**config.mk**
```make
export PLATFORM = sky130hd
export DESIGN_NAME = bowling_scorer_mp
export DESIGN_NICKNAME = d
export VERILOG_FILES = /design/src/rtl/bowling_pkg.sv /design/src/rtl/bowling_frame_tracker.sv /design/src/rtl/bowling_scorer_mp.sv
export SDC_FILE = /design/constraint.sdc
export NUM_CORES = 1
export LEC_CHECK = 0
export ABC_CLOCK_PERIOD_IN_PS = 10050
export BUFFER_PORTS_ARGS = -buffer_cell sky130_fd_sc_hd__buf_2
export CORE_MARGIN = 8
export CORE_UTILIZATION = 37
export DETAILED_ROUTE_END_ITERATION = 8
export PLACE_DENSITY = 0.55
export SYNTH_ARGS = -nofsm -noshare
export SYNTH_HDL_FRONTEND = slang
export SYNTH_SLANG_ARGS = --single-unit
```
**constraint.sdc**
```tcl
create_clock -name clock -period 10.05 [get_ports clock]
set_input_delay 1.5075 -clock clock [delete_from_list [all_inputs] [get_ports clock]]
set_output_delay 1.5075 -clock clock [all_outputs]
set_load 0.02 [all_outputs]
```
**src/rtl/bowling_pkg.sv**
```systemverilog
// Shared constants, FSM state encoding and sizing helpers for the bowling scorer.
package bowling_pkg;

   localparam int unsigned MAX_PINS = 10;

   typedef logic [1:0] state_t;
   localparam state_t StIdle = 2'd0;
   localparam state_t StScan = 2'd1;
   localparam state_t StDone = 2'd2;

   function automatic int unsigned rolls_per_game(input int unsigned frames);
      return 2 * frames + 1;
   endfunction

   function automatic int unsigned sel_width(input int unsigned players);
      return (players > 1) ? $clog2(players) : 1;
   endfunction

endpackage

```
**src/rtl/bowling_frame_tracker.sv**
```systemverilog
// Tracks turn order, frame and ball position and assigns buffer slots to accepted rolls.
// Legality checking is present only when BOWLING_ROLL_CHECK_EN is defined.
module bowling_frame_tracker
   import bowling_pkg::*;
#(
   parameter int unsigned NUM_PLAYERS = 2,
   parameter int unsigned NUM_FRAMES  = 10,
   parameter int unsigned PW          = 1,
   parameter int unsigned IDX_W       = 5
) (
   input  logic             clk_i,
   input  logic             rst_i,
   input  logic             roll_i,
   input  logic [3:0]       pin_count_i,
   input  logic             busy_i,
   output logic             wr_en_o,
   output logic [PW-1:0]    wr_player_o,
   output logic [IDX_W-1:0] wr_idx_o,
   output logic [PW-1:0]    current_player_o,
   output logic             game_over_o,
   output logic             roll_error_o
);

   localparam int unsigned   FW         = $clog2(NUM_FRAMES);
   localparam logic [FW-1:0] LastFrame  = FW'(NUM_FRAMES - 1);
   localparam logic [PW-1:0] LastPlayer = PW'(NUM_PLAYERS - 1);
   localparam logic [3:0]    Ten        = 4'(MAX_PINS);
   localparam logic [4:0]    TenW       = 5'(MAX_PINS);

   logic [PW-1:0]    player_q, player_d;
   logic [FW-1:0]    frame_q, frame_d;
   logic [1:0]       ball_q, ball_d;
   logic [3:0]       b0_q, b0_d;
   logic [IDX_W-1:0] wr_ptr_q [NUM_PLAYERS];
   logic             game_over_q, game_over_d;
   logic             roll_error_q, roll_error_d;

   logic       last_frame;
   logic       frame_end;
   logic       legal;
   logic       accept;
   logic [4:0] sum01;

   always_comb begin
      last_frame = (frame_q == LastFrame);
      sum01      = {1'b0, b0_q} + {1'b0, pin_count_i};
      frame_end  = 1'b1;
      if (!last_frame) begin
         if (ball_q == 2'd0) frame_end = (pin_count_i == Ten);
      end else begin
         case (ball_q)
            2'd0:    frame_end = 1'b0;
            // A strike or spare in the final frame earns a third ball.
            2'd1:    frame_end = !((b0_q == Ten) || (sum01 == TenW));
            default: frame_end = 1'b1;
         endcase
      end
   end

`ifdef BOWLING_ROLL_CHECK_EN
   logic [3:0] b1_q;
   logic [4:0] sum12;
   logic       sum_ok;

   always_comb begin
      sum12  = {1'b0, b1_q} + {1'b0, pin_count_i};
      sum_ok = 1'b1;
      if (ball_q == 2'd1) begin
         sum_ok = (last_frame && (b0_q == Ten)) || (sum01 <= TenW);
      end else if (ball_q == 2'd2) begin
         // Third ball shares the rack with ball two only after strike + non-strike.
         sum_ok = (b0_q != Ten) || (b1_q == Ten) || (sum12 <= TenW);
      end
      legal = (pin_count_i <= Ten) && sum_ok;
   end

   always_ff @(posedge clk_i or posedge rst_i) begin
      if (rst_i) begin
         b1_q <= '0;
      end else if (accept && (ball_q == 2'd1)) begin
         b1_q <= pin_count_i;
      end
   end

   assign roll_error_d = roll_i & ~accept;
`else
   assign legal        = 1'b1;
   assign roll_error_d = 1'b0;
`endif

   assign accept = roll_i && !game_over_q && !busy_i && legal;

   always_comb begin
      player_d    = player_q;
      frame_d     = frame_q;
      ball_d      = ball_q;
      b0_d        = b0_q;
      game_over_d = game_over_q;
      if (accept) begin
         if (ball_q == 2'd0) b0_d = pin_count_i;
         if (frame_end) begin
            ball_d = 2'd0;
            if (player_q == LastPlayer) begin
               player_d = '0;
               if (last_frame) game_over_d = 1'b1;
               else            frame_d     = frame_q + FW'(1);
            end else begin
               player_d = player_q + PW'(1);
            end
         end else begin
            ball_d = ball_q + 2'd1;
         end
      end
   end

   always_ff @(posedge clk_i or posedge rst_i) begin
      if (rst_i) begin
         player_q     <= '0;
         frame_q      <= '0;
         ball_q       <= '0;
         b0_q         <= '0;
         game_over_q  <= 1'b0;
         roll_error_q <= 1'b0;
      end else begin
         player_q     <= player_d;
         frame_q      <= frame_d;
         ball_q       <= ball_d;
         b0_q         <= b0_d;
         game_over_q  <= game_over_d;
         roll_error_q <= roll_error_d;
      end
   end

   always_ff @(posedge clk_i or posedge rst_i) begin
      if (rst_i) begin
         for (int p = 0; p < NUM_PLAYERS; p++) wr_ptr_q[p] <= '0;
      end else if (accept) begin
         wr_ptr_q[player_q] <= wr_ptr_q[player_q] + IDX_W'(1);
      end
   end

   assign wr_en_o          = accept;
   assign wr_player_o      = player_q;
   assign wr_idx_o         = wr_ptr_q[player_q];
   assign current_player_o = player_q;
   assign game_over_o      = game_over_q;
   assign roll_error_o     = roll_error_q;

endmodule

```
**src/rtl/bowling_scorer_mp.sv**
```systemverilog
// Multi-player bowling scorer: per-player roll buffers plus a one-frame-per-cycle score scan.
// Define BOWLING_ROLL_CHECK_EN to enable roll legality checking and roll_error reporting.
module bowling_scorer_mp
   import bowling_pkg::*;
#(
   parameter int unsigned NUM_PLAYERS = 2,
   parameter int unsigned NUM_FRAMES  = 10,
   parameter int unsigned SCORE_W     = 9
) (
   input  logic                              clock,
   input  logic                              reset,
   input  logic                              roll,
   input  logic [3:0]                        pin_count,
   input  logic                              calculate_score,
   input  logic [sel_width(NUM_PLAYERS)-1:0] player_sel,
   output logic [SCORE_W-1:0]                score,
   output logic                              score_valid,
   output logic [sel_width(NUM_PLAYERS)-1:0] current_player,
   output logic                              game_over,
   output logic                              roll_error
);

   localparam int unsigned    PW        = sel_width(NUM_PLAYERS);
   localparam int unsigned    RPG       = rolls_per_game(NUM_FRAMES);
   localparam int unsigned    IDX_W     = $clog2(RPG + 1);
   localparam int unsigned    PTR_W     = $clog2(RPG + 3);
   localparam int unsigned    FW        = $clog2(NUM_FRAMES);
   localparam logic [PTR_W:0] RpgL      = (PTR_W + 1)'(RPG);
   localparam logic [FW-1:0]  LastFrame = FW'(NUM_FRAMES - 1);
   localparam logic [3:0]     Ten       = 4'(MAX_PINS);

   state_t             state_q, state_d;
   logic [FW-1:0]      cnt_q, cnt_d;
   logic [PTR_W-1:0]   ptr_q, ptr_d;
   logic [SCORE_W-1:0] acc_q, acc_d;
   logic [SCORE_W-1:0] score_q, score_d;
   logic               valid_q, valid_d;
   logic [PW-1:0]      sel_q, sel_d;

   logic [3:0] rolls_q [NUM_PLAYERS][RPG];

   logic             wr_en;
   logic [PW-1:0]    wr_player;
   logic [IDX_W-1:0] wr_idx;
   logic             busy;

   logic [PTR_W:0] idx0, idx1, idx2;
   logic [3:0]     r0, r1, r2;
   logic [4:0]     pair_sum;
   logic [5:0]     frame_pts;
   logic [1:0]     ptr_step;

   assign busy = (state_q != StIdle);

   bowling_frame_tracker #(
      .NUM_PLAYERS (NUM_PLAYERS),
      .NUM_FRAMES  (NUM_FRAMES),
      .PW          (PW),
      .IDX_W       (IDX_W)
   ) u_tracker (
      .clk_i            (clock),
      .rst_i            (reset),
      .roll_i           (roll),
      .pin_count_i      (pin_count),
      .busy_i           (busy),
      .wr_en_o          (wr_en),
      .wr_player_o      (wr_player),
      .wr_idx_o         (wr_idx),
      .current_player_o (current_player),
      .game_over_o      (game_over),
      .roll_error_o     (roll_error)
   );

   always_ff @(posedge clock or posedge reset) begin
      if (reset) begin
         for (int p = 0; p < NUM_PLAYERS; p++) begin
            for (int i = 0; i < RPG; i++) rolls_q[p][i] <= '0;
         end
      end else if (wr_en && (wr_idx < IDX_W'(RPG))) begin
         rolls_q[wr_player][wr_idx] <= pin_count;
      end
   end

   // Entries past the buffer end read as zero so a short game still scores.
   always_comb begin
      idx0      = {1'b0, ptr_q};
      idx1      = idx0 + (PTR_W + 1)'(1);
      idx2      = idx0 + (PTR_W + 1)'(2);
      r0        = (idx0 < RpgL) ? rolls_q[sel_q][idx0[IDX_W-1:0]] : 4'd0;
      r1        = (idx1 < RpgL) ? rolls_q[sel_q][idx1[IDX_W-1:0]] : 4'd0;
      r2        = (idx2 < RpgL) ? rolls_q[sel_q][idx2[IDX_W-1:0]] : 4'd0;
      pair_sum  = {1'b0, r0} + {1'b0, r1};
      frame_pts = {1'b0, pair_sum};
      ptr_step  = 2'd2;
      if (r0 == Ten) begin
         frame_pts = 6'd10 + {2'b0, r1} + {2'b0, r2};
         ptr_step  = 2'd1;
      end else if (pair_sum == 5'(MAX_PINS)) begin
         frame_pts = 6'd10 + {2'b0, r2};
      end
   end

   always_comb begin
      state_d = state_q;
      cnt_d   = cnt_q;
      ptr_d   = ptr_q;
      acc_d   = acc_q;
      score_d = score_q;
      valid_d = valid_q;
      sel_d   = sel_q;
      case (state_q)
         StIdle: begin
            // A roll in the same cycle wins; the scan request is dropped.
            if (calculate_score && !roll) begin
               state_d = StScan;
               cnt_d   = '0;
               ptr_d   = '0;
               acc_d   = '0;
               valid_d = 1'b0;
               sel_d   = player_sel;
            end
         end
         StScan: begin
            acc_d = acc_q + SCORE_W'(frame_pts);
            ptr_d = ptr_q + PTR_W'(ptr_step);
            cnt_d = cnt_q + FW'(1);
            if (cnt_q == LastFrame) state_d = StDone;
         end
         StDone: begin
            state_d = StIdle;
            score_d = acc_q;
            valid_d = 1'b1;
         end
         default: state_d = StIdle;
      endcase
   end

   always_ff @(posedge clock or posedge reset) begin
      if (reset) begin
         state_q <= StIdle;
         cnt_q   <= '0;
         ptr_q   <= '0;
         acc_q   <= '0;
         score_q <= '0;
         valid_q <= 1'b0;
         sel_q   <= '0;
      end else begin
         state_q <= state_d;
         cnt_q   <= cnt_d;
         ptr_q   <= ptr_d;
         acc_q   <= acc_d;
         score_q <= score_d;
         valid_q <= valid_d;
         sel_q   <= sel_d;
      end
   end

   assign score       = score_q;
   assign score_valid = valid_q;

endmodule

```
# --- Word-level counts from Yosys, hierarchy flattened ---
# Cells that the tools add are included.
classes:
  addsub: 14
  magnitude_cmp: 12
  n_eq_ne: 12
  mux: 45
  bitwise: 7
  n_reduce_logical: 24
op_table:
  columns: ["operator", "n"]
  rows:
  - ["two-way mux 84 bit", 4]
  - ["bitwise mux 168 bit", 1]
  - ["demux 84 bit (select 1 bit)", 1]
  - ["binary-select mux 4 bit (select 5 bit)", 3]
  - ["two-way mux 4 bit", 11]
  - ["two-way mux 5 bit", 6]
  - [">= comparator 6 bit (second input constant)", 4]
  - ["NOT 5 -> 6 bit", 4]
  - ["demux 4 bit (select 5 bit)", 1]
  - ["equality test 4 bit (second input constant)", 5]
  - ["case mux 9 bit (2 select lines)", 1]
  - ["less-than comparator 6 x 5 -> 1 bit (second input constant)", 2]
  - ["AND reduction 2 bit", 6]
  - ["adder 4 x 4 -> 5 bit", 2]
  - ["adder 4 x 4 -> 5 bit (first input constant)", 2]
  - ["bitwise mux 10 bit", 1]
  - ["equality test 5 x 4 -> 1 bit (second input constant)", 2]
  - ["less-than comparator 5 bit (second input constant)", 2]
  - ["case mux 5 bit (2 select lines)", 1]
  - ["adder 9 x 6 -> 9 bit", 1]
  - ["two-way mux 9 bit", 1]
  - ["adder 4 x 1 -> 4 bit (second input constant)", 2]
  - ["two-way mux 2 bit", 4]
  - ["case mux 4 bit (2 select lines)", 1]
  - ["other kinds (26)", 46]
word_totals:
  reg_bits: 221
  input_bits: 9
  out_inout_bits: 13
  word_cells: 170

# --- Depth between registers and ports, before layout ---
depth:
  ltp_word: 14
  ltp_mapped: 31
  depth_no_buf: 26

# --- By module ---
# From an unflattened synthesis, not the netlist that was laid out.
hier_totals:
  hier_cells: 1046
  hier_area_um2: 13292.7
by_module_without_submodules:
  columns: ["module", "instances", "cells_each", "area_each_um2", "seq_area_each_um2"]
  rows:
  - ["bowling_scorer_mp", 1, 937, 12011.5, 4979.8]
  - ["bowling_frame_tracker", 1, 109, 1281.2, 550.5]

# --- Least setup slack after synthesis ---
# No wires, ideal clock.
synth_path:
  path_kind: "register to register"
  start: "register ptr_q[0]"
  end: "register acc_q[8]"
  arrival_time_ns: 5.342
  t_required_ns: 9.923
  slack_ns: 4.581
  path_stages_with_launch: 31
  period_less_slack_ns: 5.469
  path_cell_list: "dfrtp_1 > buf_6 > buf_4 > buf_2 > inv_1 > ha_1 > clkbuf_1 > nand2b_1 > clkbuf_1 > o22ai_1 > nor2_1 > a22oi_1 > nand3_1 > a22oi_1 > a311oi_1 > ha_1 > ha_1 > nor4b_1 > o21a_1 > a41o_1 > ha_1 > inv_1 > fa_1 > nor2b_1 > o21ai_0 > nand2_1 > a21o_1 > a21o_1 > nand4_1 > nand3_1 > o21ai_0"
synth_via:
  elab_chain_cells: 12
synth_lines:
  columns: ["item", "line", "source"]
  rows:
  - ["from (decl)", "bowling_scorer_mp.sv:34", "logic [PTR_W-1:0] ptr_q, ptr_d;"]
  - ["from (signal assigned)", "bowling_scorer_mp.sv:150", "ptr_q <= ptr_d;"]
  - ["parallel branches: the longest is 9 deep, another holds adder 5 x 1 -> 6 bit", null, null]
  - ["two-way mux 6 bit *", "bowling_scorer_mp.sv:95", "if (r0 == Ten) begin"]
  - ["adder 9 x 6 -> 9 bit *", "bowling_scorer_mp.sv:124", "acc_d = acc_q + SCORE_W'(frame_pts);"]
  - ["case mux 9 bit (2 select lines) *", "bowling_scorer_mp.sv:111", "case (state_q)"]
  - ["to (signal assigned)", "bowling_scorer_mp.sv:143", "acc_q <= '0;"]
  - ["to (signal assigned)", "bowling_scorer_mp.sv:151", "acc_q <= acc_d;"]
  - ["to (decl)", "bowling_scorer_mp.sv:35", "logic [SCORE_W-1:0] acc_q, acc_d;"]
# Every way passes the cells marked *. The select of a mux whose other input is x is not followed.
# A chain may end at the register's enable or synchronous reset.

# --- Worst setup path after layout ---
# Same ends and word-level chain as after synthesis.

==> metrics.md <==
| Metric | Value |
|---|---|
| Synthesized flop and latch total | `221` |
| Critical Path RT | `10.45 ns` |
| Multi-input gate area | `7480 µm²` |
| Initial DRC count | `753` |
| Initial antenna violation count | `0` |
| Detailed Routing Iterations Pass 1 | `5` |
| I/O Pins | `22` |
| Count of final setup violators | `0` |
| Clk buf depth | `3` |
| Die W | `207 µm` |
| Final Hold Vio Count | `0` |
| TNS Setup | `0 ns` |
| Worst-path clk slew | `0.06 ns` |
| Clk_lat worst skew | `0.53 ns` |
| Min Tclk post-route | `6.58 ns` |
| Die area | `42,600 µm²` |
| First-pass GRT wire length | `55,800 µm` |
| Status | `completed` |
| Synth Warn # | `0` |
| Mapped Area | `13,400 µm²` |
| Overflow after GRT | `0` |
| Vias in the first global route | `9,258` |
| Routed vias | `9,186` |
| Prevailing post-synth register cell | `dfrtp_1` |
| Hold Buf Count CTS | `0` |
| Sequential area share after synthesis | `41.2%` |
| Lkg Pwr | `6.54 nW` |
| Reg2Reg Setup Slack | `3.47 ns` |
| Final Wtd Congestion | `0.878` |
| Fill cell count | `3,342` |
| TritonCTS clock tree | `built` |
| GR Util met2 | `26.1%` |
| Setup crit end kind | `flop` |
| RSZ-0062 raised after global routing | `no` |
| # clock sinks | `221` |
| VDD IR max | `0.141 mV` |
| Total track usage | `16.7%` |
| Cell count after synthesis | `1,121` |
| Final ANT Viol Nets | `0` |
| Setup CP Type | `reg2reg` |
| Area contributors post-synth | `dfrtp_1, mux2_2, mux4_2, ha_1, mux2i_1` |
| Post-route clock period utilization | `65.4%` |
| Met1 Usage GRT | `23.7%` |
| Via/cell ratio | `5.79` |
| Post-Route WL | `35,100 µm` |
| Cell taking the most area after synthesis | `dfrtp_1` |
| GR peak layer | `met2` |
| Buf/Inv on CP | `2` |
| Core box area | `35,700 µm²` |
| CTS buffer count | `26` |
| Sequential Area | `5540 µm²` |
| CP cell instances | `inv_1 -> ha_1 -> nand2b_1 -> a211oi_1 -> nor4_1 -> o32ai_2 -> nor2_1 -> nor2_1 -> nor2_1 -> ha_1 -> nor4b_1 -> o21a_1 -> a41o_1 -> ha_1 -> inv_1 -> fa_1 -> nor2b_1 -> o21ai_0 -> nand2_1 -> a21o_1 -> a21o_1 -> nand4_1 -> nand3_1 -> o21ai_0` |
| Setup Fix Bufs, Post-CTS | `0` |
| Starting density of the core | `37.7%` |
| CP Data Arrival Time | `6.98 ns` |
| Share of layout cells above drive strength 1 | `31.1%` |
| Worst slew pin tran | `1.07 ns` |
| H-tree depth | `1` |
| Reg-to-Reg End | `acc_q[8]$_DFFE_PP0P_` |
| Placed wire-length estimate | `25,000 µm` |
| Delay-heaviest family, CP | `simple AND/OR/NAND/NOR gates` |
| Final core occ | `41.2%` |
| Cell row count | `69` |
| Mapped Avg Cell Area | `12.0 µm²` |
| Synth async-reset ratio | `100%` |
| Hold Path Class | `reg2reg` |
| Die Ht | `207 µm` |
| Post-synth EDFFs | `0` |
| Worst Hold Path EP | `score[7]$_DFFE_PP0P_` |
| Final #Nets | `1,161` |
| Skew final | `0.0123 ns` |
| Startpoint types | `flop` |
| Slew headroom | `28.6%` |
| Reg2Reg Depth | `24` |
| Max-cap violations | `0` |
| Top-area cell type share of the netlist area | `41.2%` |
| Hold Path Origin | `score[7]$_DFFE_PP0P_` |
| Antenna diodes | `0` |
| Layout area overhead | `9.51%` |
| Fmax achieved | `0.152 GHz` |
| Yosys cell types | `68` |
| Top cells by count, synth | `dfrtp_1, mux2_2, nand2_1, nor2_1, mux4_2` |
| Fin. max-slew vios | `0` |
| Post-CTS Resized | `0` |
| Input/output buffers | `20` |
| Wire per inst | `22.1 µm` |
| Met3 usage | `2.41%` |
| Cell Pwr Density | `320 nW/µm²` |
| Root buf cell | `clkbuf_16` |
| Max FO, Critical Path | `33` |
| Crit path largest cell delay | `0.84 ns` |
| Syn nets | `1,172` |
| Most frequent cell after synthesis | `dfrtp_1` |
| Hold depth | `2` |
| Worst R2R Start | `ptr_q[0]$_DFFE_PP0P_` |
| DRC Markers | `0` |
| Crit-path slowest cell | `ha_1` |
| Largest net degree at the start of global routing | `79` |
## power breakdown
| group | internal [mW] | leakage (nW) | switching, mW |
|---|---|---|---|
| registers | 1.10 | 2.96 | 0.250 |
| clock network | 0.563 | 0.414 | 0.372 |
| logic | 1.08 | 3.16 | 1.33 |
## area by class of cell
type / count / share of cell area [%]
Clock buffer: 38 / 5.35
Inverter: 24 / 0.664
Tap cell: 461 / 3.92
Sequential cell: 221 / 37.7
Timing Repair Buffer: 29 / 1.14
Multi-Input combinational cell: 808 / 50.8
Clock inverter: 6 / 0.434
## kinds of logic (layout without fill, tap and decap cells)
kind of cell             count (synthesis)  in the layout  synth area share (%)
multiplexers                           315            315                  32.7
XOR/XNOR                                29             29                  1.89
AO/OA/AOI/OAI                          148            148                  7.59
AND/OR/NAND/NOR                        273            273                  9.33
other                                    1              1                0.0279
flip-flops                             221            221                  41.2
adder cells (fa/ha/maj)                 42             42                  4.14
buffers and inverters                   92             97                  3.15
## worst max-delay path by stage
| stage | startpoint | end | slack [ns] | depth (start not counted) |
|---|---|---|---|---|
| CTS | ptr_q[0]$_DFFE_PP0P_ | acc_q[8]$_DFFE_PP0P_ | 3.50 | 24 |
| floorplan | reset | acc_q[0]$_DFFE_PP0P_ | 2.49 | 1 |
| global placement | ptr_q[0]$_DFFE_PP0P_ | acc_q[8]$_DFFE_PP0P_ | 3.64 | 25 |
| global route | ptr_q[0]$_DFFE_PP0P_ | acc_q[8]$_DFFE_PP0P_ | 2.87 | 24 |
| finish | ptr_q[0]$_DFFE_PP0P_ | acc_q[8]$_DFFE_PP0P_ | 3.47 | 24 |
| detailed placement | ptr_q[0]$_DFFE_PP0P_ | acc_q[8]$_DFFE_PP0P_ | 3.52 | 24 |
## sequential cells by signal, summed over array words and instances (netlist names)
name / flops
rolls_q: 168
u_tracker.wr_ptr_q: 10
acc_q: 9
score: 9
ptr_q: 5
cnt_q: 4
u_tracker.b0_q: 4
u_tracker.frame_q: 4
state_q: 2
u_tracker.ball_q: 2
score_valid: 1
sel_q: 1
u_tracker.current_player_o: 1
u_tracker.game_over_o: 1
## stage by stage
step | power, mW | setup slack [ns] | area (µm²) | std cells | hold WS (ns)
global placement | 3.76 | 3.64 | 13900 | 1543 | 0.457
floorplan | 3.20 | 2.49 | 13400 | 1121 | 0.436
CTS | 4.74 | 3.50 | 14700 | 1587 | 0.476
finish | 4.70 | 3.47 | 14700 | 1587 | 0.469
detailed placement | 3.78 | 3.52 | 13900 | 1543 | 0.462
global route | 5.06 | 2.87 | 14700 | 1587 | 0.492
## placed cells by master (no fill, tap or decap), drive strengths merged, types with 6 or more instances in the layout
master | Yosys | layout
a211oi | 6 | 6
a21o | 7 | 7
a21oi | 12 | 12
a22oi | 11 | 11
a31oi | 7 | 7
and2 | 10 | 10
buf | 30 | 29
clkbuf | 38 | 38
dfrtp | 221 | 221
ha | 38 | 38
inv | 24 | 24
mux2 | 199 | 199
mux2i | 40 | 40
mux4 | 76 | 76
nand2 | 101 | 101
nand2b | 9 | 9
nand3 | 35 | 35
nand4 | 10 | 10
nor2 | 71 | 71
nor2b | 8 | 8
nor3 | 8 | 8
o21ai | 43 | 43
o22ai | 12 | 12
o31ai | 7 | 7
xnor2 | 23 | 23
xor2 | 6 | 6
## worst min-delay path: stages (launching register included)
cell and delay [ns]:
dfrtp_1 0.33, nand2_1 0.05, nand2_1 0.05
## routing by layer
metal | vias up | part of all wire [%]
met1 | 4736 | 47
li1 | 4173 | -
met2 | 209 | 46
met3 | 68 | 4.6
met5 | - | 0
met4 | 0 | 3.1
No activity file was read; power rests on OpenSTA's default activity.
